<file path="src/rtl/rv_pkg.sv">
// Shared definitions for the RV32 front end: widths, reset PC, NOP encoding,
// opcode field position and the fetch FSM state encoding.
package rv_pkg;

    localparam int          RV_XLEN     = 32;
    localparam int          ILEN        = 32;
    localparam logic [31:0] RV_RESET_PC = 32'h0000_0000;
    localparam logic [31:0] RV_NOP      = 32'h0000_0013;

    localparam int OPC_LSB = 0;
    localparam int OPC_MSB = 6;
    localparam int OPC_W   = OPC_MSB - OPC_LSB + 1;

    typedef enum logic [1:0] {
        ST_IDLE = 2'd0,
        ST_REQ  = 2'd1,
        ST_WAIT = 2'd2
    } ifu_state_e;

    function automatic logic [OPC_W-1:0] opcode_of(input logic [ILEN-1:0] instr);
        return instr[OPC_MSB:OPC_LSB];
    endfunction

endpackage

</file>
<file path="src/rtl/rv_ifu_skid.sv">
// One-entry instruction+PC holding buffer with push/pop/clear.
// Clear has priority; push with pop in the same cycle replaces the entry.
module rv_ifu_skid
    import rv_pkg::*;
#(
    parameter int XLEN = RV_XLEN
)(
    input  logic            i_clk,
    input  logic            i_rst_n,
    input  logic            i_push,
    input  logic            i_pop,
    input  logic            i_clear,
    input  logic [ILEN-1:0] i_instr,
    input  logic [XLEN-1:0] i_pc,
    output logic            o_valid,
    output logic [ILEN-1:0] o_instr,
    output logic [XLEN-1:0] o_pc
);

    logic            r_valid;
    logic [ILEN-1:0] r_instr;
    logic [XLEN-1:0] r_pc;

    // Occupancy flag
    always_ff @(posedge i_clk or negedge i_rst_n) begin
        if (!i_rst_n)     r_valid <= 1'b0;
        else if (i_clear) r_valid <= 1'b0;
        else if (i_push)  r_valid <= 1'b1;
        else if (i_pop)   r_valid <= 1'b0;
    end

    // Payload capture; contents are only meaningful while r_valid is set
    always_ff @(posedge i_clk) begin
        if (i_push) begin
            r_instr <= i_instr;
            r_pc    <= i_pc;
        end
    end

    assign o_valid = r_valid;
    assign o_instr = r_instr;
    assign o_pc    = r_pc;

endmodule

</file>
<file path="src/rtl/rv_ifu.sv">
// RV32 instruction fetch unit with IF/ID pipeline register.
// One outstanding imem request; redirect/flush/stall handling with a
// one-entry skid buffer. Optional RV_IFU_MISALIGN_CHK_EN reports misaligned
// redirect targets through id_misalign_o instead of masking them.
module rv_ifu
    import rv_pkg::*;
#(
    parameter int              XLEN     = RV_XLEN,
    parameter logic [XLEN-1:0] RESET_PC = XLEN'(RV_RESET_PC)
)(
    input  logic            clk_i,
    input  logic            rst_n_i,
    output logic            imem_req_o,
    output logic [XLEN-1:0] imem_addr_o,
    input  logic            imem_gnt_i,
    input  logic            imem_rvalid_i,
    input  logic [31:0]     imem_rdata_i,
    input  logic            redirect_i,
    input  logic [XLEN-1:0] redirect_pc_i,
    input  logic            flush_i,
    input  logic            id_stall_i,
    output logic            id_valid_o,
    output logic [31:0]     id_instr_o,
    output logic [XLEN-1:0] id_pc_o,
    output logic [6:0]      id_opcode_o,
    output logic            if_busy_o
`ifdef RV_IFU_MISALIGN_CHK_EN
    ,
    output logic            id_misalign_o
`endif
);

    ifu_state_e      r_state, w_state_nxt;
    logic [XLEN-1:0] r_pc, r_fetch_pc;
    logic            r_kill, r_hold;
    logic            r_id_valid;
    logic [31:0]     r_id_instr;
    logic [XLEN-1:0] r_id_pc;
`ifdef RV_IFU_MISALIGN_CHK_EN
    logic            r_id_misal;
`endif

    logic            w_skid_valid, w_skid_push, w_skid_pop, w_skid_clear;
    logic [31:0]     w_skid_instr;
    logic [XLEN-1:0] w_skid_pc;
    logic            w_fire, w_rsp, w_rsp_ok, w_stall_hold, w_stuck;
    logic            w_mis, w_hold_nxt;
    logic [XLEN-1:0] w_redir_pc;

`ifdef RV_IFU_MISALIGN_CHK_EN
    assign w_mis = redirect_i & (redirect_pc_i[1:0] != 2'b00);
`else
    assign w_mis = 1'b0;
`endif

    // Misaligned redirect parks the FSM in IDLE until the next redirect
    assign w_hold_nxt   = redirect_i ? w_mis : r_hold;
    assign w_redir_pc   = {redirect_pc_i[XLEN-1:2], 2'b00};
    assign w_fire       = imem_req_o & imem_gnt_i;
    assign w_rsp        = (r_state == ST_WAIT) & imem_rvalid_i;
    // Killed responses and responses racing a flush/redirect are discarded
    assign w_rsp_ok     = w_rsp & ~r_kill & ~redirect_i & ~flush_i;
    assign w_stall_hold = id_stall_i & r_id_valid;
    assign w_stuck      = w_rsp_ok & w_stall_hold & w_skid_valid;

    assign w_skid_clear = flush_i | redirect_i;
    assign w_skid_pop   = ~w_skid_clear & ~w_stall_hold & w_skid_valid;
    assign w_skid_push  = w_rsp_ok & (w_stall_hold ? ~w_skid_valid : w_skid_valid);

    rv_ifu_skid #(.XLEN(XLEN)) u_skid (
        .i_clk   (clk_i),
        .i_rst_n (rst_n_i),
        .i_push  (w_skid_push),
        .i_pop   (w_skid_pop),
        .i_clear (w_skid_clear),
        .i_instr (imem_rdata_i),
        .i_pc    (r_fetch_pc),
        .o_valid (w_skid_valid),
        .o_instr (w_skid_instr),
        .o_pc    (w_skid_pc)
    );

    // FSM state register
    always_ff @(posedge clk_i or negedge rst_n_i) begin
        if (!rst_n_i) r_state <= ST_IDLE;
        else          r_state <= w_state_nxt;
    end

    // FSM next-state logic
    always_comb begin
        w_state_nxt = r_state;
        case (r_state)
            ST_IDLE: if (!w_hold_nxt) w_state_nxt = ST_REQ;
            ST_REQ: begin
                if (w_fire)     w_state_nxt = ST_WAIT;
                else if (w_mis) w_state_nxt = ST_IDLE;
            end
            ST_WAIT: begin
                if (w_rsp && !w_stuck) w_state_nxt = w_hold_nxt ? ST_IDLE : ST_REQ;
            end
            default: w_state_nxt = ST_IDLE;
        endcase
    end

    // FSM outputs: request only while the skid buffer has room
    always_comb begin
        imem_req_o  = (r_state == ST_REQ) & ~w_skid_valid;
        imem_addr_o = r_pc;
        if_busy_o   = (r_state == ST_REQ) | (r_state == ST_WAIT);
    end

    // PC, kill flag (drop next response) and misalign hold flag
    always_ff @(posedge clk_i or negedge rst_n_i) begin
        if (!rst_n_i) begin
            r_pc   <= RESET_PC;
            r_kill <= 1'b0;
            r_hold <= 1'b0;
        end else begin
            if (redirect_i)  r_pc <= w_redir_pc;
            else if (w_fire) r_pc <= r_pc + XLEN'(4);
            if (redirect_i & (w_fire | ((r_state == ST_WAIT) & ~imem_rvalid_i)))
                r_kill <= 1'b1;
            else if (w_rsp)
                r_kill <= 1'b0;
            r_hold <= w_hold_nxt;
        end
    end

    // Address of the request in flight, paired with its response
    always_ff @(posedge clk_i) begin
        if (w_fire) r_fetch_pc <= r_pc;
    end

    // IF/ID register: flush/redirect, then stall hold, then skid, then response
    always_ff @(posedge clk_i or negedge rst_n_i) begin
        if (!rst_n_i) begin
            r_id_valid <= 1'b0;
            r_id_instr <= RV_NOP;
            r_id_pc    <= '0;
`ifdef RV_IFU_MISALIGN_CHK_EN
            r_id_misal <= 1'b0;
`endif
        end else if (redirect_i | flush_i) begin
            r_id_valid <= w_mis;
            if (w_mis) begin
                r_id_instr <= RV_NOP;
                r_id_pc    <= redirect_pc_i;
            end
`ifdef RV_IFU_MISALIGN_CHK_EN
            r_id_misal <= w_mis;
`endif
        end else if (w_stall_hold) begin
            r_id_valid <= 1'b1;
        end else begin
            if (w_skid_valid) begin
                r_id_valid <= 1'b1;
                r_id_instr <= w_skid_instr;
                r_id_pc    <= w_skid_pc;
            end else if (w_rsp_ok) begin
                r_id_valid <= 1'b1;
                r_id_instr <= imem_rdata_i;
                r_id_pc    <= r_fetch_pc;
            end else begin
                r_id_valid <= 1'b0;
            end
`ifdef RV_IFU_MISALIGN_CHK_EN
            r_id_misal <= 1'b0;
`endif
        end
    end

    assign id_valid_o  = r_id_valid;
    assign id_instr_o  = r_id_instr;
    assign id_pc_o     = r_id_pc;
    assign id_opcode_o = opcode_of(r_id_instr);
`ifdef RV_IFU_MISALIGN_CHK_EN
    assign id_misalign_o = r_id_misal;
`endif

endmodule

</file>
<file path="config.mk">
export PLATFORM = sky130hd
export DESIGN_NAME = rv_ifu
export DESIGN_NICKNAME = d
export VERILOG_FILES = /design/src/rtl/rv_pkg.sv /design/src/rtl/rv_ifu_skid.sv /design/src/rtl/rv_ifu.sv
export SDC_FILE = /design/constraint.sdc
export NUM_CORES = 1
export LEC_CHECK = 0
export BUFFER_PORTS_ARGS = -buffer_cell sky130_fd_sc_hd__buf_2
export CAP_MARGIN = 20
export CORE_MARGIN = 2
export CORE_UTILIZATION = 50
export CTS_BUF_LIST = sky130_fd_sc_hd__clkbuf_4
export DETAILED_ROUTE_END_ITERATION = 7
export GPL_ROUTABILITY_DRIVEN = 0
export PLACE_DENSITY = 0.76
export SLEW_MARGIN = 20
export SYNTH_ARGS = -nofsm -noshare
export SYNTH_HDL_FRONTEND = slang
export SYNTH_SLANG_ARGS = --single-unit
export TNS_END_PERCENT = 30
</file>
<file path="constraint.sdc">
create_clock -name clk_i -period 2.8 [get_ports clk_i]
set_input_delay 0.42 -clock clk_i [delete_from_list [all_inputs] [get_ports clk_i]]
set_output_delay 0.42 -clock clk_i [all_outputs]
set_load 0.01 [all_outputs]
</file>
**Word-level counts from Yosys, hierarchy flattened**

Index checks and enable logic that the tools add are counted.

- Muxes and demuxes: 22
- Add/sub/neg operators: 1
- Multiply operators: 0
- Order comparisons: 0
- Bitwise operators: 24
- Equality and inequality tests: 5
- Reductions and logical operators: 9
- Div/mod/pow operators: 0
- Shifts and indexed selects: 0

Operator list:

| operator | count |
|---|---|
| $mux 32 | 6 |
| $add 32x3->32 const B | 1 |
| $and 1x1->1 | 14 |
| $mux 1 | 12 |
| $not 1->1 | 7 |
| $mux 2 | 3 |
| $pmux 2 s3 | 1 |
| $reduce_and 3->1 | 2 |
| $reduce_bool 2->1 | 3 |
| $ne 2x2->1 const B | 2 |
| $or 1x1->1 | 3 |
| $reduce_bool 3->1 | 1 |
| $eq 2x1->1 const B | 1 |
| $eq 2x2->1 const B | 1 |
| $logic_not 2->1 | 1 |
| $ne 2x1->1 const B | 1 |
| $logic_and 1x1->1 | 1 |
| $logic_not 1->1 | 1 |

- Input port bits: 71
- Flip-flop bits (word level): 198
- ROM bits: 0
- Bits in latches: 0
- Logic and storage cells: 72
- Output and inout port bits: 106
- Memories kept: 0
- RAM bits: 0

**Depth between registers and ports, before layout**

- Depth after elaboration: 11
- Depth in mapped cells: 8
- Depth with buffers taken out: 6

**Modules after synthesis**

Synthesis repeated with hierarchy kept, for this count alone.

- Cells, all modules: 553
- Area, all modules: 8176.6 um2

Modules (own cells, without submodules):

| module | area an instance (um2) | seq. area each (um2) | cells an instance | instances |
|---|---|---|---|---|
| rv_ifu | 6211.0 | 3382.0 | 485 | 1 |
| rv_ifu_skid | 1965.6 | 1946.9 | 68 | 1 |

**Worst setup path after synthesis**

OpenSTA, ideal clock, no wires.

- Kind: reg2reg
- From: reg u_skid.r_valid, in the netlist u_skid.o_valid
- To: reg u_skid.r_instr[0], in the netlist u_skid.o_instr[0] (enable)
- Slack: -0.023 ns
- Clock period less this slack: 2.823 ns
- Stages on the path, launching flop included: 4
- Buffers on the path: 1
- Library setup time: 0.427 ns
- Required time: 2.373 ns
- Arrival: 2.397 ns
- Cells stage by stage: dfrtp_1 > buf_1 > xnor2_1 > and3_1

- Longest elaborated chain between the ends: 3

Ends and longest elaborated chain:

| what | line | source |
|---|---|---|
| start: declaration | rv_ifu_skid.sv:20 | `logic r_valid;` |
| start signal: assignment | rv_ifu_skid.sv:26 | `if (!i_rst_n) r_valid <= 1'b0;` |
| start signal: assignment | rv_ifu_skid.sv:27 | `else if (i_clear) r_valid <= 1'b0;` |
| start signal: assignment | rv_ifu_skid.sv:28 | `else if (i_push) r_valid <= 1'b1;` |
| $not 1->1 | rv_ifu.sv:68 | `assign w_skid_push = w_rsp_ok & (w_stall_hold ? ~w_skid_valid : w_skid_valid);` |
| $mux 1 * | rv_ifu.sv:68 |  |
| $and 1x1->1 * | rv_ifu.sv:68 |  |
| named net u_skid.i_push | rv_ifu_skid.sv:10 | `input logic i_push,` |
| end signal: assignment | rv_ifu_skid.sv:35 | `r_instr <= i_instr;` |
| end: declaration | rv_ifu_skid.sv:21 | `logic [ILEN-1:0] r_instr;` |

Mark *: on every way through the listed nets, which the timed path passes. The rest lies on a longest branch.
A chain may end at the register's enable or synchronous reset.

**Worst setup path in the final report**

- From: reg r_state[1]
- To: reg r_pc[31], in the netlist imem_addr_o[31]

- Longest elaborated chain between the ends: 4

Ends and longest elaborated chain:

| what | line | source |
|---|---|---|
| start: declaration | rv_ifu.sv:33 | `ifu_state_e r_state, w_state_nxt;` |
| start signal: assignment | rv_ifu.sv:86 | `else r_state <= w_state_nxt;` |
| $eq 2x1->1 | rv_ifu.sv:107 | `imem_req_o = (r_state == ST_REQ) & ~w_skid_valid;` |
| $and 1x1->1 | rv_ifu.sv:107 |  |
| $and 1x1->1 | rv_ifu.sv:59 | `assign w_fire = imem_req_o & imem_gnt_i;` |
| $reduce_bool 2->1 (no line) | n/a |  |
| end signal: assignment | rv_ifu.sv:119 | `if (redirect_i) r_pc <= w_redir_pc;` |
| end signal: assignment | rv_ifu.sv:120 | `else if (w_fire) r_pc <= r_pc + XLEN'(4);` |
| end: declaration | rv_ifu.sv:34 | `logic [XLEN-1:0] r_pc, r_fetch_pc;` |

No other way between the ends.

==> results_dict.tcl <==
set metrics [dict create \
    io_pins 177 \
    clk_latency_ns 0.54 \
    via_count 5359 \
    multi_input_area_um2 2350 \
    routed_wl_um 16100 \
    tightest_slew_ns 0.853 \
    ys_top_cells_by_area "edfxtp_1 (35%), dfrtp_1 (30%), mux2i_1 (8.2%)" \
    final_common_cell "buf_2" \
    synth-async-reset-ratio_pct 51.6 \
    htreeDepth 4 \
    timing.hold.ws_ns 0.0651 \
    slew_headroom_pct 43.0 \
    power.density_nw_per_um2 761 \
    io_buffer_count 170 \
    hold_viol_final 0 \
    stdcell_count 991 \
    crit_path_max_incr_delay_ns 0.75 \
    area_growth_pct 18.2 \
    grt_pass1_vias 5149 \
    placedCellCount 943 \
    regToRegSetupSlack_ns 0.22 \
    die_w_um 129 \
    start_util_pct 51.3 \
    netlist_instances 616 \
    antenna_found_initial 1 \
    fin_crit_ns 2.58 \
    ff_latch_area_um2 5220 \
    grt_max_degree 125 \
    die_area_um2 16600 \
    fp.dieH_um 129 \
    drtPass1Iterations 5 \
    synth_edf_count 92 \
    slew_violations 0 \
    required_ns 3.22 \
    synth_area_um2 7800 \
    fp-row-count 45 \
    cp-start-kind "flop" \
    synth_area_per_cell_um2 12.7 \
    clk_pin_slew_ns 0.14 \
    min_path_type "in -> reg" \
    status "finished, final reports clean" \
    synth-main-ff-cell "dfrtp_1" \
    drive_above_1_share_pct 27.1 \
    critPathMaxFanout 13 \
    fin_nets 866 \
    cts_tree "done" \
    yosys_register_bits 190 \
    netlist.area_leader.share_pct 35.4 \
    leakagePower_nw 3.82 \
    clk_path_buf_depth 2 \
    cts_buffers 17 \
    grt_setup_unrepaired "false" \
    fp.coreArea_um2 15200 \
    clock.fmax_mhz 388 \
    remaining_drc_errors 0 \
    first_iter_violations 340 \
    yosysTopAreaCell "edfxtp_1" \
    mostFrequentLayoutCells "buf_2 (169), dfrtp_1 (94), nand2_1 (92), edfxtp_1 (92), o21ai_0 (83)" \
    finalSetupViolCount 0 \
    worst_setup_path_end_kind "flop" \
    clock-sinks 190 \
    grt_pass1_wl_um 25900 \
    cts-root-buf "clkbuf_4" \
    post-dp-hpwl_um 11000 \
    peakVddDrop_mv 0.328 \
    crit_type "reg -> reg" \
    ys_warn_count 0 \
    grt_usage_pct 19.9 \
    slowest_stage "or4_1" \
    tns_ns 0 \
    viasPerCell 5.41 \
    ys_types 43 \
    max_cap_violations 0 \
    fillers 1230 \
    post-route-period-util_pct 92.0 \
    cp_cell_sequence "inv_1, ha_1, nand4b_1, or4_1, o311ai_0, nand3_1" \
    arrival_ns 3.00 \
    ant_nets 0 \
    fin_skew_ns 0.0111 \
    wire_per_inst_um 16.3 \
    grt-ovfl-total 0 \
    ys_seq_area_share_pct 66.9 \
]
## path summary, 6_finish.rpt
| kind | start | end | cells past startpoint |
|---|---|---|---|
| worst max-delay path | r_state[1] | imem_addr_o[31] | 6 |
| worst min-delay path | imem_rdata_i[18] | u_skid.o_instr[18] | 1 |
| worst max register to register | r_state[1] | imem_addr_o[31] | 6 |
| worst min register to register | r_fetch_pc[24] | u_skid.o_pc[24] | 0 |
| max in group asynchronous | rst_n_i | u_skid.o_valid | 3 |
| min in group asynchronous | rst_n_i | id_instr_o[26] | 2 |
## layer usage
| metal | GRT usage (%) | part of all wire (%) |
|---|---|---|
| met4 | 7.61 | 1.9 |
| met2 | 31.1 | 47 |
| met5 | 0 | 0 |
| met3 | 4.16 | 5.5 |
| met1 | 27.8 | 46 |
## report_power, final
group	switching [mW]	internal (mW)
Sequential	0.352	3.55
Combinational	1.01	0.709
Clock	0.846	0.555
Total	2.21	4.81
## worst max-delay path, delay by kind of cell (launching register included)
family                   cells  cell delay, ns
adder cells (fa/ha/maj)      1            0.32
flip-flops                   1            0.44
AND/OR/NAND/NOR              3            1.13
AO/OA/AOI/OAI                1            0.45
buffers and inverters        1            0.12
## repair_timing
action,CTS,global route
buffers inserted,0,0
endpoints found under the hold margin,54,9
setup endpoints to repair,0,1
hold buffers,6,9
gates resized for setup,0,1
## cells by family (layout without fill, tap and decap cells)
family / Yosys count / after routing / share of synthesized area [%]
AND/OR/NAND/NOR: 173 / 173 / 10.8
buffers and inverters: 53 / 236 / 3.11
adder cells (fa/ha/maj): 7 / 7 / 1.09
XOR/XNOR: 12 / 12 / 1.35
other: 1 / 5 / 0.0481
flip-flops: 190 / 190 / 66.9
AO/OA/AOI/OAI: 115 / 115 / 8.34
multiplexers: 65 / 65 / 8.35
## layout make-up
| type | count | area share, % |
|---|---|---|
| flip-flops and latches | 190 | 56.6 |
| multi-input cells | 376 | 25.5 |
| repair buffers | 194 | 11.9 |
| well taps | 188 | 2.55 |
| clock buffers | 20 | 1.63 |
| clock inverters | 12 | 1.29 |
| inverters | 10 | 0.407 |
| diodes | 1 | 0.0271 |
## metrics by stage
step | power (mW) | cell area [µm²] | utilization (%) | setup WS [ns]
after floorplan | 4.85 | 7820 | - | 0.580
after global placement | 5.59 | 8790 | 57.9 | 0.354
after detailed placement | 5.70 | 8790 | 57.9 | 0.251
after CTS | 7.10 | 9120 | 60.0 | 0.00264
after global routing | 7.49 | 9220 | 60.7 | 0.00628
final | 7.02 | 9220 | 60.7 | 0.224
## flip-flops by register name, summed over array words and instances (netlist names)
name,flops
r_hold,1
u_skid.o_valid,1
u_skid.o_pc,30
imem_addr_o,30
id_pc_o,30
r_kill,1
id_instr_o,32
u_skid.o_instr,32
r_fetch_pc,30
r_state,2
id_valid_o,1
## cells in the mapped netlist (2+ instances only)
library cell	count
xor2_1	5
nand4_1	8
and4_1	3
mux2i_1	64
ha_1	6
or3_1	5
nor4_1	4
dfrtp_1	95
a32oi_1	2
inv_1	10
nor3_1	5
clkbuf_1	23
buf_4	11
dfstp_2	3
nand3_1	12
nor2_1	17
or4_1	9
xnor2_1	7
nor2b_1	3
o311ai_0	3
nand4b_1	4
edfxtp_1	92
nand2_1	92
and3_1	6
buf_2	2
o21ai_0	83
a31oi_1	14
o31ai_1	7
buf_1	7
Note: power is estimated with default switching activity, not from simulation.
